**src/rtl/prescaled_updown_counter_if.sv**
```systemverilog
// Control/status bundle for prescaled_updown_counter: requests in, count and flags out.
// There is no valid/ready pair: en/load are level requests sampled every rising edge,
// and count/wrap/at_max/at_zero are always valid.
interface prescaled_updown_counter_if #(
  parameter int WIDTH = 8
);
  logic             en;
  logic             up;
  logic             load;
  logic [WIDTH-1:0] load_val;
  logic [WIDTH-1:0] count;
  logic             wrap;
  logic             at_max;
  logic             at_zero;

  modport master (
    output en, up, load, load_val,
    input  count, wrap, at_max, at_zero
  );

  modport slave (
    input  en, up, load, load_val,
    output count, wrap, at_max, at_zero
  );
endinterface

```
**src/rtl/prescaled_updown_counter.sv**
```systemverilog
// Up/down counter over 0..MAX with wrap or saturate ends, parallel load, and a
// prescaler that advances the count once every PRESCALE enabled cycles.
module prescaled_updown_counter #(
  parameter int WIDTH    = 8,
  parameter int MAX      = 2**WIDTH - 1,
  parameter int SATURATE = 0,
  parameter int PRESCALE = 1
) (
  input  logic                    clk,
  input  logic                    rst,
  prescaled_updown_counter_if.slave bus,
  output logic [31:0]             o_psc_dbg
);

  localparam int               PSC_W    = (PRESCALE > 1) ? $clog2(PRESCALE) : 1;
  localparam logic [WIDTH-1:0] MAX_V    = WIDTH'(MAX);
  localparam logic [PSC_W-1:0] PSC_LAST = PSC_W'(PRESCALE - 1);

  logic [WIDTH-1:0] r_count;
  logic [PSC_W-1:0] r_psc;
  logic             r_wrap;

  logic [WIDTH-1:0] w_count_nxt;
  logic [PSC_W-1:0] w_psc_nxt;
  logic             w_wrap_nxt;
  logic [WIDTH-1:0] w_load_val;

  // A full-range MAX needs no clamp; the comparison would be constant.
  generate
    if (MAX_V == {WIDTH{1'b1}}) begin : g_no_clamp
      assign w_load_val = bus.load_val;
    end else begin : g_clamp
      assign w_load_val = (bus.load_val > MAX_V) ? MAX_V : bus.load_val;
    end
  endgenerate

  always_comb begin
    w_count_nxt = r_count;
    w_psc_nxt   = r_psc;
    w_wrap_nxt  = 1'b0;
    if (bus.load) begin
      w_count_nxt = w_load_val;
      w_psc_nxt   = '0;
    end else if (bus.en) begin
      if (r_psc != PSC_LAST) begin
        w_psc_nxt = r_psc + 1'b1;
      end else begin
        w_psc_nxt = '0;
        if (bus.up) begin
          if (r_count < MAX_V) begin
            w_count_nxt = r_count + 1'b1;
          end else if (SATURATE == 0) begin
            w_count_nxt = '0;
            w_wrap_nxt  = 1'b1;
          end
        end else begin
          if (r_count != '0) begin
            w_count_nxt = r_count - 1'b1;
          end else if (SATURATE == 0) begin
            w_count_nxt = MAX_V;
            w_wrap_nxt  = 1'b1;
          end
        end
      end
    end
  end

  always_ff @(posedge clk) begin
    if (rst) begin
      r_count <= '0;
      r_psc   <= '0;
      r_wrap  <= 1'b0;
    end else begin
      r_count <= w_count_nxt;
      r_psc   <= w_psc_nxt;
      r_wrap  <= w_wrap_nxt;
    end
  end

  assign bus.count   = r_count;
  assign bus.wrap    = r_wrap;
  assign bus.at_max  = (r_count == MAX_V);
  assign bus.at_zero = (r_count == '0);
  assign o_psc_dbg   = 32'(r_psc);

endmodule

```
**src/flat_wrapper.sv**
```systemverilog
// flat-port wrapper written by rule: the top's interface ports become plain ports
module prescaled_updown_counter_flat 
#(
  parameter int WIDTH    = 8,
  parameter int MAX      = 2**WIDTH - 1,
  parameter int SATURATE = 0,
  parameter int PRESCALE = 1
)
  (clk, rst, o_psc_dbg, bus_en, bus_up, bus_load, bus_load_val, bus_count, bus_wrap, bus_at_max, bus_at_zero);
  prescaled_updown_counter_if #(.WIDTH(WIDTH)) bus_i ();
  input  logic clk;
  input  logic rst;
  output logic [31:0] o_psc_dbg;
  input wire logic [$bits(bus_i.en)-1:0] bus_en;
  input wire logic [$bits(bus_i.up)-1:0] bus_up;
  input wire logic [$bits(bus_i.load)-1:0] bus_load;
  input wire logic [$bits(bus_i.load_val)-1:0] bus_load_val;
  output wire logic [$bits(bus_i.count)-1:0] bus_count;
  output wire logic [$bits(bus_i.wrap)-1:0] bus_wrap;
  output wire logic [$bits(bus_i.at_max)-1:0] bus_at_max;
  output wire logic [$bits(bus_i.at_zero)-1:0] bus_at_zero;
  assign bus_i.en = bus_en;
  assign bus_i.up = bus_up;
  assign bus_i.load = bus_load;
  assign bus_i.load_val = bus_load_val;
  assign bus_count = bus_i.count;
  assign bus_wrap = bus_i.wrap;
  assign bus_at_max = bus_i.at_max;
  assign bus_at_zero = bus_i.at_zero;
  prescaled_updown_counter #(.WIDTH(WIDTH), .MAX(MAX), .SATURATE(SATURATE), .PRESCALE(PRESCALE)) u_core (.clk(clk), .rst(rst), .bus(bus_i), .o_psc_dbg(o_psc_dbg));
endmodule
```
**config.mk**
```make
export PLATFORM = sky130hd
export DESIGN_NAME = prescaled_updown_counter_flat
export DESIGN_NICKNAME = d
export VERILOG_FILES = /design/src/rtl/prescaled_updown_counter_if.sv /design/src/rtl/prescaled_updown_counter.sv /design/src/flat_wrapper.sv
export SDC_FILE = /design/constraint.sdc
export NUM_CORES = 1
export LEC_CHECK = 0
export ABC_AREA = 1
export ABC_CLOCK_PERIOD_IN_PS = 3900
export BUFFER_PORTS_ARGS = -buffer_cell sky130_fd_sc_hd__buf_4
export CORE_ASPECT_RATIO = 0.7
export CORE_MARGIN = 2
export CORE_UTILIZATION = 35
export CTS_CLUSTER_SIZE = 40
export DETAILED_ROUTE_END_ITERATION = 8
export PLACE_DENSITY_LB_ADDON = 0.08
export SYNTH_ARGS = -nofsm -noshare
export SYNTH_HDL_FRONTEND = slang
export SYNTH_SLANG_ARGS = --single-unit
```
**constraint.sdc**
```tcl
create_clock -name clk -period 3.9 [get_ports clk]
set_clock_uncertainty 0.05 [all_clocks]
set_input_delay 0.39 -clock clk [delete_from_list [all_inputs] [get_ports clk]]
set_output_delay 0.39 -clock clk [all_outputs]
set_load 0.01 [all_outputs]
```
==> flow_summary.ini, run 1 <==
[route]
post_drt_via_cell_ratio = 4.57
totalWireLength_mm = 2.71
drcViolationCount = 0
first_pass_iters = 4
routedWlPerCell_um = 12.1
ant_nets = 0
drtIter0Drc = 36
route.vias.total = 1020

[critical_path]
worstRegToRegCells = 9
cp_top_family = flip-flops
critPathSlowestCell = sky130_fd_sc_hd__dfxtp_1
timing.critical_path.arrival_ns = 1.41
crit_path_frequent_cell = sky130_fd_sc_hd__nand2_1
regToRegSetupSlack_ns = 2.32
reg2reg_from = u_core.bus.count[1]$_SDFFE_PP0P_
worst-path-buf-inv = 2
worstPathMaxFanout = 6
timing.setup.critical_path_class = reg -> out
worst_path_largest_cell_delay_ns = 0.46
worst-endpoint-required_ns = 3.46
cp-end-kind = primary output
cp-start-kind = flop
cells_traversed_along_the_worst_timing_path = ha_1 > nand2_1 > nor2_1 > nand2_1 > inv_2 > buf_4
r2r_end = u_core.bus.count[6]$_SDFFE_PP0P_

[logic_synthesis]
syn_avg_cell_area_um2 = 6.60
syn_inst = 165
synth_area_leaders = sky130_fd_sc_hd__buf_4, sky130_fd_sc_hd__dfxtp_1, sky130_fd_sc_hd__nand2_1, sky130_fd_sc_hd__nand3_1, sky130_fd_sc_hd__a22oi_1
synth_area_um2 = 1090
ys_ff_latch = 9
synth_cell_type_count = 28
synth-main-ff-cell = sky130_fd_sc_hd__dfxtp_1
synth_sequential_area_ratio = 0.165
synth_largest_area_cell = sky130_fd_sc_hd__buf_4
synth.top_cell.area_share = 0.220
synthTopCellsByCount = sky130_fd_sc_hd__buf_4, sky130_fd_sc_hd__nand2_1, sky130_fd_sc_hd__inv_1
synthesis_warning_total = 0
number_of_flops_mapped_to_enable_cells_by_yosys = 0
synth-async-reset-ratio = 0

[grt]
grt_util_met1 = 0.242
groute.usage.overall = 0.161
met3_layer_usage_reported_by_global_route = 0.0522
grt.busiest_layer = met1
gr-usage-met2 = 0.217
antenna_found_initial = 0
grt_max_degree = 11
number_of_global_route_vias_before_repair = 937
grt.overflow.total = 0
grt_pass1_wl_mm = 4.49

[clock_tree]
clkSinkCount = 9
ctsHoldBuffers = 0
clock_tree.root_cell = sky130_fd_sc_hd__clkbuf_8
clock_insertion_delay_worst_skew_ns = 0.24
clk_transition_reported_paths_ns = 0.05
cts-root-to-sink-buffers = 2
cts.repair_timing.setup_buffer_count = 0
tritoncts = done
post_cts_repair_resize_count = 0
number_of_buffers_created_by_cts = 3
htree_levels = 1

[power_and_ir_drop]
power.ir.vdd_worst_uv = 160
power_uw = 353
power.density_cell_area_nw_per_um2 = 293
leakagePower_nw = 0.628

[status]
outcome = finished clean

[cells_and_area]
area_delta_synth_final_pct = 10.4
antennaDiodeCount = 0
multi_input_area_um2 = 693
final_layout_size_suffix_gt1_frac = 0.235
layoutNonFillerInstCount = 223
sequential_standard_cell_area_um2 = 180
nFillCells = 338
num-nets-final = 204

[placement]
gpl.final_weighted_congestion = 0.831
place_inst = 219
io_buffers = 23
preCtsSetupSlack_ns = 2.33
place_hpwl_mm = 2.21

[sta]
rsz0062_at_grt = false
max_freq_ghz = 0.541
setup_viol_count_final = 0
setup_slack_ns = 2.05
finalSetupTns_ns = 0
timing.final.hold_violations = 0
finalHoldWorstSlack_ns = 0.341
tightestPinTransition_ns = 0.542
slew-limit-headroom = 0.637
min_period_over_period = 0.474
period_needed_ns = 1.85
maxSlewViolCount = 0

[floorplan]
core_area_um2 = 2880
die_w_um = 70.7
pin_count = 56
floorplan.rows = 16
start_util = 0.378
design.die.area_um2 = 3580
die_height_um = 50.7

[worst_hold_path]
hp-start = rst
min-delay-path-class = in -> reg
hold-path-cell-count = 2
whs_endpoint = u_core.bus.count[7]$_SDFFE_PP0P_

[job]
max-cap-violations = 0
## metrics by stage
stage | util | instance area [um2]
final | 0.418 | 1200
after global routing | 0.418 | 1200
after CTS | 0.418 | 1200
after detailed placement | 0.402 | 1160
after global placement | 0.402 | 1160
after floorplan | - | 1210
## sequential cells by signal (all words and copies together), names as in the netlist
register,flops
u_core.bus.count,8
u_core.bus.wrap,1
## worst max-delay path by stage
stage / from / to / slack [ns] / depth (start not counted)
3_5_place_dp: u_core.bus.count[1]$_SDFFE_PP0P_ / bus_at_max / 2.33 / 6
5_1_grt: u_core.bus.count[1]$_SDFFE_PP0P_ / bus_at_max / 1.88 / 6
4_1_cts: u_core.bus.count[1]$_SDFFE_PP0P_ / bus_at_max / 2.06 / 6
6_report: u_core.bus.count[1]$_SDFFE_PP0P_ / bus_at_max / 2.05 / 6
2_1_floorplan: u_core.bus.count[0]$_SDFFE_PP0P_ / u_core.bus.count[6]$_SDFFE_PP0P_ / 2.47 / 8
3_3_place_gp: u_core.bus.count[1]$_SDFFE_PP0P_ / bus_at_max / 2.35 / 6
## cells in the final DEF (no fill, tap or decap), types with 2 or more instances in the layout
master	n
sky130_fd_sc_hd__a21oi_1	7
sky130_fd_sc_hd__a21oi_2	2
sky130_fd_sc_hd__a22oi_1	7
sky130_fd_sc_hd__buf_4	23
sky130_fd_sc_hd__clkbuf_8	3
sky130_fd_sc_hd__conb_1	32
sky130_fd_sc_hd__dfxtp_1	9
sky130_fd_sc_hd__ha_1	3
sky130_fd_sc_hd__inv_1	13
sky130_fd_sc_hd__inv_2	5
sky130_fd_sc_hd__nand2_1	32
sky130_fd_sc_hd__nand2_2	3
sky130_fd_sc_hd__nand3_1	12
sky130_fd_sc_hd__nand3_2	2
sky130_fd_sc_hd__nor2_1	9
sky130_fd_sc_hd__nor2_2	3
sky130_fd_sc_hd__nor2_4	2
sky130_fd_sc_hd__o21ai_0	4
sky130_fd_sc_hd__o21ai_1	5
sky130_fd_sc_hd__xnor2_1	2
sky130_fd_sc_hd__xor2_1	3
## area by class of cell
class                      count  share of cell area
sequential                     9               0.150
tap                           36              0.0374
inverter                      18              0.0561
timing repair buffer          23               0.143
multi-input combinational    133               0.576
clock buffer                   4              0.0374
## metal layers
metal / part of all wire / vias up
met5: 0 / -
met4: 0.0037 / 0
met3: 0.059 / 3
met2: 0.42 / 33
met1: 0.52 / 468
li1: - / 516
## where the power goes
group          total, mW  switching (mW)  internal (mW)
Sequential         0.113          0.0144         0.0986
Clock              0.115          0.0430         0.0718
Combinational      0.125          0.0770         0.0480
Total              0.353           0.134          0.218
## cell families after synthesis
family,synth area share
AOI/OAI and AO/OA,0.152
xor gates and xnor gates,0.0402
adders and majority gates,0.0344
buffers and inverters,0.305
DFF,0.165
other,0.00344
and+or+nand+nor,0.300
Note: power is estimated with default switching activity, not from simulation.
==> inputs of run 2 (changes only) <==
ABC_CLOCK_PERIOD_IN_PS = 1900   (was 3900)
clock period = 1.9 ns   (was 3.9 ns; I/O delays follow)
==> run 2 against run 1 <==
  * First-iteration DRC count is 33% higher
  * Clock power is 96% higher
  * Largest power group unchanged
  * Clock-buffer cell count stayed put
  * Critical endpoint is now u_core.bus.count[6]$_SDFFE_PP0P_
==> flow_summary.ini, run 2 (same netlist as run 1, synthesis figures left out) <==
[sta]
max_freq_ghz = 0.602
maxSlewViolCount = 0
tightestPinTransition_ns = 0.595
rsz0062_at_grt = false
setup_viol_count_final = 0
timing.final.hold_violations = 0
slew-limit-headroom = 0.602
min_period_over_period = 0.874
finalSetupTns_ns = 0
period_needed_ns = 1.66

[grt]
antenna_found_initial = 0
grt_max_degree = 11
grt_pass1_wl_mm = 4.05
number_of_global_route_vias_before_repair = 835
groute.usage.overall = 0.144
grt.overflow.total = 0

[floorplan]
die_height_um = 50.7
design.die.area_um2 = 3580
die_w_um = 70.7
floorplan.rows = 16
pin_count = 56
start_util = 0.378
core_area_um2 = 2880

[worst_hold_path]
min-delay-path-class = in -> reg

[cells_and_area]
number_of_flip_flops_in_the_largest_register = 8
area_delta_synth_final_pct = 10.4
layoutNonFillerInstCount = 223
antennaDiodeCount = 0
num-nets-final = 204
nFillCells = 333
mostFrequentLayoutCells = sky130_fd_sc_hd__nand2_1, sky130_fd_sc_hd__conb_1, sky130_fd_sc_hd__buf_4
final_layout_size_suffix_gt1_frac = 0.235

[route]
first_pass_iters = 4
drtIter0Drc = 48
totalWireLength_mm = 2.56
ant_nets = 0
post_drt_via_cell_ratio = 4.45
route.vias.total = 992
routedWlPerCell_um = 11.5
drcViolationCount = 0

[power_and_ir_drop]
p_seq_frac = 0.324
p_comb_frac = 0.359
internal-power_uw = 448
net_switching_uw = 264
clockPowerShare = 0.316
power.density_cell_area_nw_per_um2 = 591
leakagePower_nw = 0.628
sw_frac_of_total = 0.371
power.ir.vdd_worst_uv = 356

[clock_tree]
clock_insertion_delay_worst_skew_ns = 0.23
clkSinkCount = 9
number_of_buffers_created_by_cts = 3
tritoncts = done
cts.repair_timing.setup_buffer_count = 0
cts-root-to-sink-buffers = 2
clock_tree.root_cell = sky130_fd_sc_hd__clkbuf_8
htree_levels = 1
clk_transition_reported_paths_ns = 0.05
post_cts_repair_resize_count = 0
ctsHoldBuffers = 0

[job]
max-cap-violations = 0

[placement]
place_hpwl_mm = 2.10
io_buffers = 23
gpl.final_weighted_congestion = 0.828
place_inst = 219

[critical_path]
timing.setup.critical_path_class = reg -> reg
cp-start-kind = flop
worstPathMaxFanout = 7
worst-endpoint-required_ns = 1.97
cp-end-kind = flop
timing.critical_path.arrival_ns = 1.73

[status]
outcome = finished clean
-- run 2: power groups by stage --
| stage | logic (mW) | clock network (mW) | registers [mW] |
|---|---|---|---|
| after global routing | 0.286 | 0.249 | 0.235 |
| after floorplan | 0.231 | 0 | 0.230 |
| final | 0.256 | 0.225 | 0.231 |
| after detailed placement | 0.254 | 0 | 0.235 |
| after CTS | 0.255 | 0.230 | 0.231 |
| after global placement | 0.256 | 0 | 0.234 |
-- run 2: final timing paths --
check / startpoint / endpoint / slack [ns] / cells past startpoint
worst min register to register: u_core.bus.count[1]$_SDFFE_PP0P_ / u_core.bus.count[1]$_SDFFE_PP0P_ / 0.52 / 2
worst min-delay path: rst / u_core.bus.count[5]$_SDFFE_PP0P_ / 0.15 / 2
worst max-delay path: u_core.bus.count[0]$_SDFFE_PP0P_ / u_core.bus.count[6]$_SDFFE_PP0P_ / 0.24 / 8
worst max register to register: u_core.bus.count[0]$_SDFFE_PP0P_ / u_core.bus.count[6]$_SDFFE_PP0P_ / 0.24 / 8
-- run 2: cell type report --
class	instances	area (um2)	area share
repair buffers	23	173	0.143
multi-input cells	133	693	0.576
clock buffers	4	45.0	0.0374
flip-flops and latches	9	180	0.150
inverters	18	67.6	0.0561
well taps	36	45.0	0.0374
-- run 2: stage by stage --
stage / hold WS [ns] / area [um2] / utilization / worst slack, ns / power [mW]
after floorplan: 0.310 / 1210 / - / 0.466 / 0.460
after global placement: 0.391 / 1160 / 0.402 / 0.266 / 0.490
after detailed placement: 0.386 / 1160 / 0.402 / 0.266 / 0.488
after CTS: 0.140 / 1200 / 0.418 / 0.225 / 0.716
after global routing: 0.143 / 1200 / 0.418 / 0.115 / 0.770
final: 0.146 / 1200 / 0.418 / 0.240 / 0.711
-- run 2: worst max-delay path, stage by stage, from the launching register on --
cell	delay, ns
sky130_fd_sc_hd__dfxtp_1	0.46
sky130_fd_sc_hd__inv_1	0.12
sky130_fd_sc_hd__ha_1	0.24
sky130_fd_sc_hd__nand2_1	0.11
sky130_fd_sc_hd__nor2_4	0.07
sky130_fd_sc_hd__nor2_1	0.20
sky130_fd_sc_hd__nand3_1	0.11
sky130_fd_sc_hd__nand3_1	0.12
sky130_fd_sc_hd__a21oi_1	0.07
-- run 2: layer usage --
layer | track usage | share of wire | up-vias
met5 | 0 | 0 | -
met4 | 0 | 0 | 0
met3 | 0.0582 | 0.069 | 0
met2 | 0.206 | 0.43 | 34
met1 | 0.212 | 0.50 | 444
li1 | - | - | 514
